==> config.mk <==
export PLATFORM = sky130hd
export DESIGN_NAME = serial_adder_sub_flat
export DESIGN_NICKNAME = d
export VERILOG_FILES = /design/src/rtl/serial_adder_sub_if.sv /design/src/rtl/serial_adder_sub.sv /design/src/flat_wrapper.sv
export SDC_FILE = /design/constraint.sdc
export NUM_CORES = 1
export LEC_CHECK = 0
export BUFFER_PORTS_ARGS = -buffer_cell sky130_fd_sc_hd__clkbuf_2
export CORE_MARGIN = 8
export CORE_UTILIZATION = 25
export CTS_CLUSTER_DIAMETER = 120
export CTS_CLUSTER_SIZE = 16
export DETAILED_ROUTE_END_ITERATION = 8
export GPL_ROUTABILITY_DRIVEN = 0
export HOLD_SLACK_MARGIN = 0.12
export SLEW_MARGIN = 20
export SYNTH_ARGS = -nofsm -noshare
export SYNTH_HDL_FRONTEND = slang
export SYNTH_SLANG_ARGS = --single-unit
==> constraint.sdc <==
create_clock -name clk -period 3.41 [get_ports clk]
set_input_delay 0.5115 -clock clk [delete_from_list [all_inputs] [get_ports clk]]
set_output_delay 0.5115 -clock clk [all_outputs]
set_load 0.03 [all_outputs]
==> src/rtl/serial_adder_sub_if.sv <==
// serial_adder_sub_if: operand/result handshake bundle for the serial adder/subtractor
interface serial_adder_sub_if #(
   parameter int WIDTH = 8
);
   logic             in_valid;
   logic             in_ready;
   logic [WIDTH-1:0] a;
   logic [WIDTH-1:0] b;
   logic             cin;
   logic             sub;
   logic [WIDTH-1:0] s;
   logic             cout;
   logic             ovf;
   logic             out_valid;
   logic             out_ready;
   modport master (
      output in_valid, a, b, cin, sub, out_ready,
      input  in_ready, s, cout, ovf, out_valid
   );
   modport slave (
      input  in_valid, a, b, cin, sub, out_ready,
      output in_ready, s, cout, ovf, out_valid
   );
endinterface

==> src/rtl/serial_adder_sub.sv <==
// serial_adder_sub: multi-cycle add/subtract, DIGIT bits per cycle LSB-first with registered carry
module serial_adder_sub #(
   parameter int WIDTH = 8,
   parameter int DIGIT = 1
) (
   input logic clk,
   input logic rst,
   serial_adder_sub_if.slave bus
);
   localparam int N  = WIDTH / DIGIT;
   localparam int CW = N > 1 ? $clog2(N) : 1;
   typedef enum logic [1:0] {IDLE, RUN, DONE} state_t;
   state_t           state, state_nx;
   logic [WIDTH-1:0] a_r, b_r, res_r, res_nx;
   logic             carry;
   logic [CW-1:0]    cnt;
   logic [DIGIT:0]   slice_sum;
   logic             last;
   int               idx;
   if (WIDTH < 1 || DIGIT < 1 || WIDTH % DIGIT != 0) begin : g_bad_params
      $error("serial_adder_sub: WIDTH must be a positive multiple of DIGIT");
   end
   assign bus.in_ready  = state == IDLE;
   assign bus.out_valid = state == DONE;
   // current digit slice sum; cnt is returned to 0 on leaving RUN so idx never points past the operands
   always_comb begin
      idx       = int'(cnt) * DIGIT;
      slice_sum = {1'b0, a_r[idx +: DIGIT]} + {1'b0, b_r[idx +: DIGIT]} + {{DIGIT{1'b0}}, carry};
      res_nx    = res_r;
      res_nx[idx +: DIGIT] = slice_sum[DIGIT-1:0];
      last      = cnt == CW'(N - 1);
   end
   // next-state: accept in IDLE, N digit cycles in RUN, hold in DONE until consumed
   always_comb begin
      state_nx = state;
      state_nx = state == IDLE ? (bus.in_valid ? RUN : IDLE) :
                 state == RUN  ? (last ? DONE : RUN) :
                 (bus.out_ready ? IDLE : DONE);
   end
   // state register
   always_ff @(posedge clk) begin
      if (rst) state <= IDLE;
      else     state <= state_nx;
   end
   // operand latch, digit datapath and result registers; subtraction is A + ~B + ~borrow
   always_ff @(posedge clk) begin
      if (rst) begin
         a_r      <= '0;
         b_r      <= '0;
         res_r    <= '0;
         carry    <= 1'b0;
         cnt      <= '0;
         bus.s    <= '0;
         bus.cout <= 1'b0;
         bus.ovf  <= 1'b0;
      end else if (state == IDLE && bus.in_valid) begin
         a_r   <= bus.a;
         b_r   <= bus.b ^ {WIDTH{bus.sub}};
         carry <= bus.cin ^ bus.sub;
         cnt   <= '0;
      end else if (state == RUN) begin
         res_r <= res_nx;
         carry <= slice_sum[DIGIT];
         cnt   <= last ? '0 : cnt + 1'b1;
         if (last) begin
            bus.s    <= res_nx;
            bus.cout <= slice_sum[DIGIT];
            bus.ovf  <= (a_r[WIDTH-1] == b_r[WIDTH-1]) && (res_nx[WIDTH-1] != a_r[WIDTH-1]);
         end
      end
   end
endmodule
==> src/flat_wrapper.sv <==
// flat-port wrapper written by rule: the top's interface ports become plain ports
module serial_adder_sub_flat 
#(
   parameter int WIDTH = 8,
   parameter int DIGIT = 1
)
  (clk, rst, bus_in_valid, bus_a, bus_b, bus_cin, bus_sub, bus_out_ready, bus_in_ready, bus_s, bus_cout, bus_ovf, bus_out_valid);
  serial_adder_sub_if #(.WIDTH(WIDTH)) bus_i ();
  input logic clk;
  input logic rst;
  input wire logic [$bits(bus_i.in_valid)-1:0] bus_in_valid;
  input wire logic [$bits(bus_i.a)-1:0] bus_a;
  input wire logic [$bits(bus_i.b)-1:0] bus_b;
  input wire logic [$bits(bus_i.cin)-1:0] bus_cin;
  input wire logic [$bits(bus_i.sub)-1:0] bus_sub;
  input wire logic [$bits(bus_i.out_ready)-1:0] bus_out_ready;
  output wire logic [$bits(bus_i.in_ready)-1:0] bus_in_ready;
  output wire logic [$bits(bus_i.s)-1:0] bus_s;
  output wire logic [$bits(bus_i.cout)-1:0] bus_cout;
  output wire logic [$bits(bus_i.ovf)-1:0] bus_ovf;
  output wire logic [$bits(bus_i.out_valid)-1:0] bus_out_valid;
  assign bus_i.in_valid = bus_in_valid;
  assign bus_i.a = bus_a;
  assign bus_i.b = bus_b;
  assign bus_i.cin = bus_cin;
  assign bus_i.sub = bus_sub;
  assign bus_i.out_ready = bus_out_ready;
  assign bus_in_ready = bus_i.in_ready;
  assign bus_s = bus_i.s;
  assign bus_cout = bus_i.cout;
  assign bus_ovf = bus_i.ovf;
  assign bus_out_valid = bus_i.out_valid;
  serial_adder_sub #(.WIDTH(WIDTH), .DIGIT(DIGIT)) u_core (.clk(clk), .rst(rst), .bus(bus_i));
endmodule
==> impl_metrics.tcl <==
set metrics [dict create \
    dp_slack_ps 493 \
    slowest_stage "dfxtp_1" \
    power_density_nw_per_um2 405 \
    htreeDepth 2 \
    min_period_over_period_pct 84.9 \
    nFillCells 875 \
    fin_crit_ps 2900 \
    synth_flop_cell "dfxtp_1" \
    max_freq_mhz 345 \
    holdBufCountCts 0 \
    yosysTopAreaCell "dfxtp_1" \
    postCtsSetupRepairBufs 0 \
    path_cells "mux4_2, nand2_1, nand2_1, fa_1, and4b_1, a22o_1, o21ai_0, o311ai_1" \
    rsz0062_at_grt "no" \
    drv_slew 0 \
    grt_start_max_net_pins 43 \
    grt_usage_pct 8.56 \
    cts_tree "done" \
    ir_drop_v 0.000192 \
    dp_cells 356 \
    synth_area_um2 2040 \
    finalWirelength_um 4640 \
    die_w_um 106 \
    hpwlAfterDp_um 3320 \
    yosys_warnings 0 \
    drive_gt1_share_pct 19.3 \
    core_um2 8050 \
    port_buffers 33 \
    syn_nets 264 \
    holdWs_ps 422 \
    yosysSeqAreaShare_pct 39.3 \
    end_kind "register" \
    avgRoutedWirePerCell_um 12.7 \
    synth_cells 234 \
    worst_path_largest_cell_delay_ps 720 \
    drc 0 \
    status "finished clean" \
    multi_input_area_um2 1130 \
    clock_latency_ps 300 \
    crit_top_cell "nand2_1" \
    ys_ff_latch 40 \
    leakagePower_nw 0.866 \
    slew_headroom_pct 39.0 \
    tightest_slew_ps 915 \
    synth_edf_count 0 \
    via_per_inst 4.60 \
    yosysUniqueCellTypes 39 \
    cp_max_fo 15 \
    clockBufferDepth 2 \
    fin_ws_ps 515 \
    synthTopCellsByArea "dfxtp_1, nor2_1, nand2_1" \
    tns_ps 0 \
    start_kind "register" \
    initial_core_util_pct 25.3 \
    max_cap_viol_count 0 \
    drt-initial-drc-count 117 \
    synth.top_cell.area_share_pct 39.3 \
    syn_area_per_cell_um2 8.72 \
    row_count 33 \
    required_ps 3600 \
    die-area_um2 11300 \
    crit_buf_inv 0 \
    area_growth_pct 14.6 \
    hp-class "in -> reg" \
    diodes 0 \
    final_hold_viol_count 0 \
    cts.root.buffer_cell "clkbuf_8" \
    fin_cells 364 \
    antenna_left 0 \
    clk_pin_slew_worst_paths_ps 90 \
    final.setup_skew_ps 13.4 \
    cp_top_family "flip-flops" \
    async_flop_share_pct 0 \
    grt_pass1_vias 1707 \
    die_y_um 106 \
    clock-sinks 40 \
    crit_type "reg -> reg" \
    ios 34 \
    setup_viol 0 \
    postLayoutCellArea_um2 2340 \
    grt_overflow_total 0 \
    cp.arrival_ps 3080 \
    r2r_slack_ps 510 \
    seq_area_um2 801 \
    place_area_um2 2250 \
    vias 1673 \
    first_pass_iters 4 \
    cts_resized 0 \
    cts_buffers 5 \
    grt_pass1_wl_um 8010 \
    finalNetCount 288 \
    antenna_found_initial 0 \
]
==> cell families after synthesis <==
logic type | synth area share (%)
flip-flops | 39.3
adder cells (fa/ha/maj) | 5.28
AO/OA/AOI/OAI | 13.4
XOR/XNOR | 3.87
buffers and inverters | 5.15
AND/OR/NAND/NOR | 23.7
multiplexers | 9.33
==> routing by layer <==
| layer | routed length (um) | up-vias | GRT usage (%) |
|---|---|---|---|
| met3 | 291 | 7 | 3.27 |
| met2 | 2050 | 41 | 13.4 |
| li1 | - | 862 | - |
| met1 | 2240 | 763 | 10.6 |
| met5 | 0 | - | 0 |
| met4 | 55 | 0 | 2.71 |
==> flip-flops by register name (all words and copies together) (netlist names) <==
register	count
u_core.carry	1
u_core.res_r	8
u_core.bus.s	8
u_core.a_r	8
u_core.state	2
u_core.bus.cout	1
u_core.cnt	3
u_core.bus.ovf	1
u_core.b_r	8
==> synth_stat cells (all sizes together) (6+ instances only) <==
| library cell | number |
|---|---|
| clkbuf | 7 |
| nand2 | 32 |
| nand2b | 6 |
| a21oi | 16 |
| a211oi | 15 |
| ha | 7 |
| mux2i | 10 |
| nor2 | 34 |
| xnor2 | 8 |
| nor3 | 11 |
| dfxtp | 40 |
| buf | 10 |
==> placed cells by master, fill, tap and decap left out, types with 3 or more instances in the layout <==
| cell | count |
|---|---|
| a21oi_1 | 16 |
| nand2b_1 | 6 |
| mux2i_1 | 10 |
| dfxtp_1 | 40 |
| o21ai_0 | 5 |
| nand2_1 | 32 |
| a211oi_1 | 14 |
| clkbuf_8 | 5 |
| and2_1 | 3 |
| nor2_1 | 34 |
| inv_1 | 3 |
| mux4_2 | 4 |
| ha_1 | 7 |
| clkbuf_2 | 33 |
| nor3_1 | 10 |
| xnor2_1 | 8 |
==> metrics by stage <==
step | util (%) | total power [mW]
CTS | 29.0 | 0.957
global route | 29.0 | 0.999
global placement | 27.9 | 0.638
detailed placement | 27.9 | 0.640
finish | 29.0 | 0.947
floorplan | - | 0.607
==> worst paths after layout <==
kind | start | to | cells past startpoint
worst min register to register | u_core.a_r[3]$_SDFFE_PP0P_ | u_core.a_r[3]$_SDFFE_PP0P_ | 2
worst min-delay path | bus_a[6] | u_core.a_r[6]$_SDFFE_PP0P_ | 3
worst max-delay path | u_core.cnt[0]$_SDFFE_PP0P_ | u_core.bus.ovf$_SDFFE_PP0P_ | 8
worst max register to register | u_core.cnt[0]$_SDFFE_PP0P_ | u_core.bus.ovf$_SDFFE_PP0P_ | 8
==> worst min-delay path, cell delays in order <==
cell and delay (ps):
clkbuf_2 80, nand2_1 40, a21oi_1 50
==> power by group <==
| part | switching (mW) | internal [mW] | leakage (nW) |
|---|---|---|---|
| Clock | 0.176 | 0.143 | 0.0479 |
| Combinational | 0.0739 | 0.0544 | 0.492 |
| Sequential | 0.0145 | 0.485 | 0.326 |
==> cell type report <==
type	instances	share of cell area (%)
Clock buffer	5	2.94
Clock inverter	3	0.803
Inverter	3	0.482
Multi-Input combinational cell	174	48.5
Sequential cell	40	34.3
Tap cell	105	5.62
Timing Repair Buffer	34	7.39
Note: power is estimated with default switching activity, not from simulation.
